### config.mk
export PLATFORM = sky130hd
export DESIGN_NAME = trdb_packet_unpacker_flat
export DESIGN_NICKNAME = d
export VERILOG_FILES = /design/src/rtl/trdb_pkg.sv /design/src/rtl/trdb_packet_unpacker_if.sv /design/src/rtl/trdb_bitbuf.sv /design/src/rtl/trdb_packet_unpacker.sv /design/src/flat_wrapper.sv
export SDC_FILE = /design/constraint.sdc
export NUM_CORES = 2
export LEC_CHECK = 0
export CAP_MARGIN = 15
export CELL_PAD_IN_SITES_DETAIL_PLACEMENT = 0
export CELL_PAD_IN_SITES_GLOBAL_PLACEMENT = 2
export CORE_MARGIN = 3
export CORE_UTILIZATION = 36
export DETAILED_ROUTE_END_ITERATION = 10
export GPL_TIMING_DRIVEN = 0
export HOLD_SLACK_MARGIN = 0.15
export PLACE_DENSITY_LB_ADDON = 0.1
export REMOVE_ABC_BUFFERS = 1
export SYNTH_ARGS = -nofsm -noshare
export SYNTH_HDL_FRONTEND = slang
export SYNTH_SLANG_ARGS = --single-unit
### constraint.sdc
create_clock -name clk_i -period 9.38 [get_ports clk_i]
set_clock_uncertainty 0.1 [all_clocks]
set_input_delay 1.407 -clock clk_i [delete_from_list [all_inputs] [get_ports clk_i]]
set_output_delay 1.407 -clock clk_i [all_outputs]
set_load 0.05 [all_outputs]
### src/rtl/trdb_pkg.sv
// Shared trace-debugger types and constants for the packet unpacker.
package trdb_pkg;

  localparam int unsigned TRDB_PKT_W  = 128;
  localparam int unsigned TRDB_LEN_W  = 7;
  localparam int unsigned TRDB_WORD_W = 32;
  localparam int unsigned TRDB_BUF_W  = 160;
  localparam int unsigned TRDB_FILL_W = 8;
  localparam int unsigned TRDB_POS_W  = 5;

  typedef enum logic [1:0] {
    TRDB_MSG_RSVD  = 2'd0,
    TRDB_MSG_SW    = 2'd1,
    TRDB_MSG_TIMER = 2'd2,
    TRDB_MSG_TRACE = 2'd3
  } trdb_msgtype_e;

  typedef logic [1:0] trdb_format_t;

  typedef enum logic [1:0] {
    S_HDR = 2'd0,
    S_PAY = 2'd1,
    S_OUT = 2'd2
  } trdb_unpack_state_e;

  // Mask keeping the low len bits of a packet payload.
  function automatic logic [TRDB_PKT_W-1:0] trdb_len_mask(input logic [TRDB_LEN_W-1:0] len);
    return (TRDB_PKT_W'(1) << len) - TRDB_PKT_W'(1);
  endfunction

endpackage

### src/rtl/trdb_packet_unpacker_if.sv
// Word-stream input and packet output bundle of the trace packet unpacker.
//   word_*   : 32-bit packed stream, valid/ready
//   packet_* : decoded packet with header fields, valid/ready
// slave  : unpacker side; master : stream producer / packet consumer side.
interface trdb_packet_unpacker_if;
  import trdb_pkg::*;

  logic [TRDB_WORD_W-1:0] word_i;
  logic                   word_valid_i;
  logic                   word_ready_o;
  logic [TRDB_PKT_W-1:0]  packet_o;
  logic [TRDB_LEN_W-1:0]  packet_len_o;
  trdb_msgtype_e          msgtype_o;
  trdb_format_t           format_o;
  logic                   packet_valid_o;
  logic                   packet_ready_i;

  modport slave (
    input  word_i, word_valid_i, packet_ready_i,
    output word_ready_o, packet_o, packet_len_o, msgtype_o, format_o, packet_valid_o
  );

  modport master (
    output word_i, word_valid_i, packet_ready_i,
    input  word_ready_o, packet_o, packet_len_o, msgtype_o, format_o, packet_valid_o
  );

endinterface

### src/rtl/trdb_bitbuf.sv
// 160-bit LSB-first shift buffer: per cycle, consume 0..127 bits from the
// bottom, then optionally append one 32-bit word at the new fill level.
//   clk_i, rst_ni : clock, synchronous active-low reset
//   flush_i       : drop all buffered bits
//   append_i      : append word_i this cycle
//   consume_i     : bits removed from the bottom this cycle (<= fill_o)
//   fill_o        : number of valid bits held
//   data_o        : lowest 128 buffered bits (bits above fill_o are 0)
module trdb_bitbuf
  import trdb_pkg::*;
(
  input  logic                   clk_i,
  input  logic                   rst_ni,
  input  logic                   flush_i,
  input  logic                   append_i,
  input  logic [TRDB_WORD_W-1:0] word_i,
  input  logic [TRDB_LEN_W-1:0]  consume_i,
  output logic [TRDB_FILL_W-1:0] fill_o,
  output logic [TRDB_PKT_W-1:0]  data_o
);

  logic [TRDB_BUF_W-1:0]  bits_q, bits_d, shifted;
  logic [TRDB_FILL_W-1:0] fill_q, fill_d, fill_after;

  // Shift out consumed bits first, then OR the new word in above the survivors;
  // bits above fill are kept zero so the OR is a clean insert.
  always_comb begin
    shifted    = bits_q >> consume_i;
    fill_after = fill_q - TRDB_FILL_W'(consume_i);
    bits_d     = shifted;
    fill_d     = fill_after;
    if (append_i) begin
      bits_d = shifted | (TRDB_BUF_W'(word_i) << fill_after);
      fill_d = fill_after + TRDB_FILL_W'(TRDB_WORD_W);
    end
    if (flush_i) begin
      bits_d = '0;
      fill_d = '0;
    end
  end

  always_ff @(posedge clk_i) begin
    if (!rst_ni) begin
      bits_q <= '0;
      fill_q <= '0;
    end else begin
      bits_q <= bits_d;
      fill_q <= fill_d;
    end
  end

  assign fill_o = fill_q;
  assign data_o = bits_q[TRDB_PKT_W-1:0];

endmodule

### src/rtl/trdb_packet_unpacker.sv
// Splits the bit-packed trace word stream into length-prefixed packets and
// presents each one zero-extended with its msgtype/format fields.
//   clk_i, rst_ni : clock, synchronous active-low reset
//   flush_i       : drop buffered bits and any pending packet
//   bus (slave)   : word_i/word_valid_i/word_ready_o stream in,
//                   packet_o/packet_len_o/msgtype_o/format_o/packet_valid_o/
//                   packet_ready_i packet out
module trdb_packet_unpacker
  import trdb_pkg::*;
#(
  parameter int unsigned WORD_W = TRDB_WORD_W,
  parameter int unsigned PKT_W  = TRDB_PKT_W
) (
  input  logic                  clk_i,
  input  logic                  rst_ni,
  input  logic                  flush_i,
  trdb_packet_unpacker_if.slave bus
);

  localparam int unsigned HdrBits = TRDB_LEN_W;

  trdb_unpack_state_e     state_q, state_d;
  logic [TRDB_LEN_W-1:0]  len_q, len_d;
  logic [TRDB_LEN_W-1:0]  plen_q, plen_d;
  logic [PKT_W-1:0]       packet_q, packet_d, payload_c;
  trdb_msgtype_e          msg_q, msg_d;
  trdb_format_t           fmt_q, fmt_d;
  logic                   valid_q, valid_d;
  logic [TRDB_POS_W-1:0]  pos_q, pos_d, hdr_end_c, pad_c;

  logic [TRDB_FILL_W-1:0] fill;
  logic [TRDB_PKT_W-1:0]  bb_data;
  logic [TRDB_LEN_W-1:0]  consume_c, hdr_len_c;
  logic [WORD_W-1:0]      word_c;
  logic                   word_ready_c, append_c;

  // Room check uses registered fill only, so acceptance is independent of FSM state.
  assign word_ready_c = rst_ni & ~flush_i & (fill <= TRDB_FILL_W'(128));
  assign append_c     = bus.word_valid_i & word_ready_c;
  assign word_c       = WORD_W'(bus.word_i);

  trdb_bitbuf u_bitbuf (
    .clk_i     (clk_i),
    .rst_ni    (rst_ni),
    .flush_i   (flush_i),
    .append_i  (append_c),
    .word_i    (TRDB_WORD_W'(word_c)),
    .consume_i (consume_c),
    .fill_o    (fill),
    .data_o    (bb_data)
  );

  // Padding skips from the end of the zero header to the next word boundary.
  assign hdr_end_c = pos_q + TRDB_POS_W'(HdrBits);
  assign pad_c     = TRDB_POS_W'(0) - hdr_end_c;
  assign hdr_len_c = bb_data[TRDB_LEN_W-1:0];
  assign payload_c = PKT_W'(bb_data & trdb_len_mask(len_q));

  // Next-state, consumption and output-register update.
  always_comb begin
    state_d   = state_q;
    len_d     = len_q;
    plen_d    = plen_q;
    packet_d  = packet_q;
    msg_d     = msg_q;
    fmt_d     = fmt_q;
    valid_d   = valid_q;
    consume_c = '0;

    unique case (state_q)
      S_HDR: begin
        if (fill >= TRDB_FILL_W'(HdrBits)) begin
          if (hdr_len_c != '0) begin
            consume_c = TRDB_LEN_W'(HdrBits);
            len_d     = hdr_len_c;
            state_d   = S_PAY;
          end else if (fill >= TRDB_FILL_W'(HdrBits) + TRDB_FILL_W'(pad_c)) begin
            // Header and realignment are dropped together, never one without the other.
            consume_c = TRDB_LEN_W'(HdrBits) + TRDB_LEN_W'(pad_c);
            len_d     = '0;
          end
        end
      end
      S_PAY: begin
        if (fill >= TRDB_FILL_W'(len_q)) begin
          consume_c = len_q;
          packet_d  = payload_c;
          plen_d    = len_q;
          msg_d     = trdb_msgtype_e'(payload_c[1:0]);
          fmt_d     = payload_c[3:2];
          valid_d   = 1'b1;
          state_d   = S_OUT;
        end
      end
      S_OUT: begin
        if (bus.packet_ready_i) begin
          valid_d = 1'b0;
          state_d = S_HDR;
        end
      end
      default: state_d = S_HDR;
    endcase

    if (flush_i) begin
      consume_c = '0;
      valid_d   = 1'b0;
      state_d   = S_HDR;
    end
  end

  // Offset inside the oldest word is total consumption modulo the word size.
  assign pos_d = flush_i ? '0 : pos_q + TRDB_POS_W'(consume_c);

  always_ff @(posedge clk_i) begin
    if (!rst_ni) begin
      state_q  <= S_HDR;
      len_q    <= '0;
      plen_q   <= '0;
      packet_q <= '0;
      msg_q    <= TRDB_MSG_RSVD;
      fmt_q    <= '0;
      valid_q  <= 1'b0;
      pos_q    <= '0;
    end else begin
      state_q  <= state_d;
      len_q    <= len_d;
      plen_q   <= plen_d;
      packet_q <= packet_d;
      msg_q    <= msg_d;
      fmt_q    <= fmt_d;
      valid_q  <= valid_d;
      pos_q    <= pos_d;
    end
  end

  assign bus.word_ready_o   = word_ready_c;
  assign bus.packet_o       = TRDB_PKT_W'(packet_q);
  assign bus.packet_len_o   = plen_q;
  assign bus.msgtype_o      = msg_q;
  assign bus.format_o       = fmt_q;
  assign bus.packet_valid_o = valid_q;

endmodule

### src/flat_wrapper.sv
// flat-port wrapper written by rule: the top's interface ports become plain ports
module trdb_packet_unpacker_flat import trdb_pkg::*;
#(
  parameter int unsigned WORD_W = TRDB_WORD_W,
  parameter int unsigned PKT_W  = TRDB_PKT_W
)
  (clk_i, rst_ni, flush_i, bus_word_i, bus_word_valid_i, bus_packet_ready_i, bus_word_ready_o, bus_packet_o, bus_packet_len_o, bus_msgtype_o, bus_format_o, bus_packet_valid_o);
  trdb_packet_unpacker_if bus_i ();
  input  logic clk_i;
  input  logic rst_ni;
  input  logic flush_i;
  input wire logic [$bits(bus_i.word_i)-1:0] bus_word_i;
  input wire logic [$bits(bus_i.word_valid_i)-1:0] bus_word_valid_i;
  input wire logic [$bits(bus_i.packet_ready_i)-1:0] bus_packet_ready_i;
  output wire logic [$bits(bus_i.word_ready_o)-1:0] bus_word_ready_o;
  output wire logic [$bits(bus_i.packet_o)-1:0] bus_packet_o;
  output wire logic [$bits(bus_i.packet_len_o)-1:0] bus_packet_len_o;
  output wire logic [$bits(bus_i.msgtype_o)-1:0] bus_msgtype_o;
  output wire logic [$bits(bus_i.format_o)-1:0] bus_format_o;
  output wire logic [$bits(bus_i.packet_valid_o)-1:0] bus_packet_valid_o;
  assign bus_i.word_i = bus_word_i;
  assign bus_i.word_valid_i = bus_word_valid_i;
  assign bus_i.packet_ready_i = bus_packet_ready_i;
  assign bus_word_ready_o = bus_i.word_ready_o;
  assign bus_packet_o = bus_i.packet_o;
  assign bus_packet_len_o = bus_i.packet_len_o;
  assign bus_msgtype_o = bus_i.msgtype_o;
  assign bus_format_o = bus_i.format_o;
  assign bus_packet_valid_o = bus_i.packet_valid_o;
  trdb_packet_unpacker #(.WORD_W(WORD_W), .PKT_W(PKT_W)) u_core (.clk_i(clk_i), .rst_ni(rst_ni), .flush_i(flush_i), .bus(bus_i));
endmodule
==> impl_results.md <==
- Core area: just over 80000 sq um
- WP buf/inv: 6
- Top_reg_cell synth: dfxtp_1
- Commonest non-fill, non-tap cells in the layout: 480 x mux2i_1, 471 x nand2_1, 380 x nor2_1
- Clock root buffer: clkbuf_16
- DIE AREA: 88000 sq um
- Max stage delay on crit path: 0.73 ns
- Max-slew headroom: 0.0347
- Synth warn: 0
- Mapped Area: a little over 30000 sq um
- Critical-path maximum fanout: between 50 and 60
- Clk pin slew, worst setup/hold paths: around 0.060 ns
- Post-synthesis average cell area: approximately 7.5 sq um
- Worst path required time: 9.70 ns
- Post-synthesis mux area share: 0.242
- Share of the synthesized area in the top cell type: 0.209
- DRC: 0
- Worst r2r path cells: 22
- Largest family of logic cells by synthesized area: compound AO/OA/AOI/OAI gates
- Worst-Skew Late Latency: approximately 0.62 ns
- Routed WL: around 200000 um
- Placed Area: around 34000 sq um
- Non-filler cells, final: ~5200
- Die H: around 300 um
- Unique masters post-synth: 91
- DR pass1 iterations: 8
- Tot Pwr: ~8 mW
- IO buf count: 177
- Fin area: 35700 sq um
- Detailed Place HPWL: approximately 160000 um
- Period utilization: 1.00
- Compound-Gate Fraction of Synth Area: 0.269
- Final Wtd Congestion: about 1
- I/O pin total: about 180
- Register area share after synthesis: 0.209
- Min Hold Slack: roughly 0.35 ns
- Final setup margin: around 0.00049 ns
- Number of flops mapped to enable cells by yosys: 0
- Clock buffer depth: 3
- Crit path cell chain: inv_1 -> ha_1 -> and4_1 -> o21ai_0 -> o211ai_1 -> buf_4 -> and2_4 -> a32o_4 -> buf_16 -> inv_4 -> buf_16 -> ha_1 -> o21a_1 -> o21ai_0 -> and2_1 -> nand2_1 -> nor2_2 -> buf_8 -> nand2_1 -> o22ai_1 -> a21oi_1 -> o22ai_1
- Worst slew pin tran: 1.41 ns
- CTS sink cnt: between 300 and 400
- Most area-consuming cells after synthesis: dfxtp_1 21%, mux2i_1 16%, mux2_2 6.7%, nand2_1 5.9%, nor2_1 4.9%
- Seq cells post-synth: approximately 320
- Synth async-reset ratio: 0
- Status: complete, no violations
- CP top delay family: compound AO/OA/AOI/OAI gates
- Leak pwr: roughly 14 nW
- First-pass GRT wire length: ~280000 um
- Row count: around 110
- Final Util: 0.430
- Post-synth top area cell: dfxtp_1
- Final setup viols: 0
- CP arrival: 9.70 ns
- HP Class: flop to flop
- Critical-path top delay cell: o22ai_1
- Num CTS Buffers: roughly 40
- Synth Area in Simple Gates: 0.193
- Cells after synthesis: between 4000 and 5000
- Starting Density: 0.367
- TritonCTS clock tree: done
- Fmax: ~110 MHz
- WS Path Type: flop to flop
- Vias in the first global route: around 34000
- Routed wire per std cell: roughly 40 um
- Most common cell after layout, fill and taps aside: mux2i_1
- Max-slew violation count: 0
- Final Hold Viols: 0
- Hold Crit Depth: 2
- Die width: just under 300 um
- Post-Synth Adder-Cell Area: 0.0141
- Worst path depth: 22
- Vias per cell: approximately 7
- Post-route ant nets: 0
- Crit path capture type: flop
- Min cycle time layout: about 9.4 ns
- H-tree depth: 2
- Total Routing Usage GR: 0.448
- Cell Pwr Density: between 200 and 250 nW/um^2
- Layout cells sized above 1: 0.119
- Post-Synth XOR/XNOR Area: 0.0187
- Initial antenna violation count: 16
- Iteration-0 DRC Markers: 5569
- Largest net degree at the start of global routing: 97
- Maxcap violations: 0
- Critical Path Source Type: flop
- DP Worst Slack: -0.674 ns
- Setup Total Neg Slack: 0 ns
- Post-CTS Hold Buffers: 0
- Final nets: 4081
- Cell count after placement: a little over 5000
- Synth-to-Final Area Change: 17.3%
- Global route overflow: 0
- Vias: ~36000
- Worst IR drop on VDD: between 0.2 and 0.25 mV
==> layout make-up <==
class | instances | area, sq um
fill | 8684 | 47200
multi-input combinational | 3332 | 22700
sequential | 318 | 6370
timing repair buffer | 280 | 3450
tap | 1123 | 1410
clock buffer | 50 | 1130
clock inverter | 24 | 385
inverter | 37 | 183
antenna | 8 | 20.0
timing repair inverter | 1 | 5.00
==> repair_timing <==
item	4_1_cts	5_1_grt
endpoints found under the setup margin	53	33
buffers inserted	2	4
pin swaps	2	2
cloned	1	2
resized for setup	5	6
==> cells in the mapped netlist (12+ instances only) <==
master     count
a211oi_1      48
a21boi_0     105
a21oi_1      236
a221oi_1      16
a222oi_1      15
a22oi_1       50
a31oi_1       49
a32oi_1       31
and2_1        48
and3_1        18
buf_1         54
buf_2         42
buf_4         13
clkbuf_1     239
dfxtp_1      318
ha_1          31
inv_1         30
mux2_2       182
mux2i_1      481
mux4_2        22
nand2_1      476
nand3_1      143
nand4_1       13
nor2_1       393
nor2b_1       42
nor3_1       105
nor4_1        17
o2111ai_1     12
o211ai_1      67
o21a_1        22
o21ai_0      238
o221ai_1      35
o22a_1        12
o22ai_1      124
o31ai_1       26
or2_2         13
or3_1         19
xnor2_1       51
xor2_1        14
==> logic make-up (layout without fill, tap and decap cells) <==
group / count (synthesis) / after routing
multiplexers: 685 / 685
buffers and inverters: 392 / 392
AND/OR/NAND/NOR: 1325 / 1326
adder cells (fa/ha/maj): 33 / 33
AO/OA/AOI/OAI: 1222 / 1223
flip-flops: 318 / 318
XOR/XNOR: 65 / 65
other: 0 / 8
==> layer usage <==
layer,vias up,routed length [um],track usage
li1,15059,-,-
met1,17594,80200,0.584
met2,2712,81800,0.642
met3,751,25100,0.125
met4,8,17400,0.303
met5,-,98,0.00705
==> state kept, by name (all words and copies together) (netlist names) <==
signal	flops
u_core.state_q	2
u_core.u_bitbuf.fill_o	8
u_core.u_bitbuf.bits_q	160
u_core.len_q	7
u_core.bus.packet_valid_o	1
u_core.bus.packet_len_o	7
u_core.pos_q	5
u_core.bus.format_o	1
u_core.bus.msgtype_o	1
u_core.bus.packet_o	126
==> worst min-delay path, cell delays in order (launching register included) <==
cell and delay (ns):
dfxtp_1 0.31, nand3_1 0.06, nand2_1 0.04
==> report_power, final <==
part | switching (mW) | internal [mW] | total (mW)
registers | 0.204 | 1.42 | 1.63
clock network | 0.742 | 1.09 | 1.83
logic | 3.19 | 1.23 | 4.42
total | 4.14 | 3.74 | 7.88
==> worst paths after layout <==
check / start / to / slack, ns
setup / recovery: u_core.len_q[5]$_SDFFE_PN0P_ / u_core.u_bitbuf.bits_q[92]$_SDFF_PP0_ / 0.0005
hold reg to reg: u_core.bus.packet_o[121]$_SDFFE_PN0P_ / u_core.bus.packet_o[121]$_SDFFE_PN0P_ / 0.35
setup reg to reg: u_core.len_q[5]$_SDFFE_PN0P_ / u_core.u_bitbuf.bits_q[92]$_SDFF_PP0_ / 0.0005
hold / removal: u_core.bus.packet_o[121]$_SDFFE_PN0P_ / u_core.bus.packet_o[121]$_SDFFE_PN0P_ / 0.35
Power figures use the tool's default switching activity.
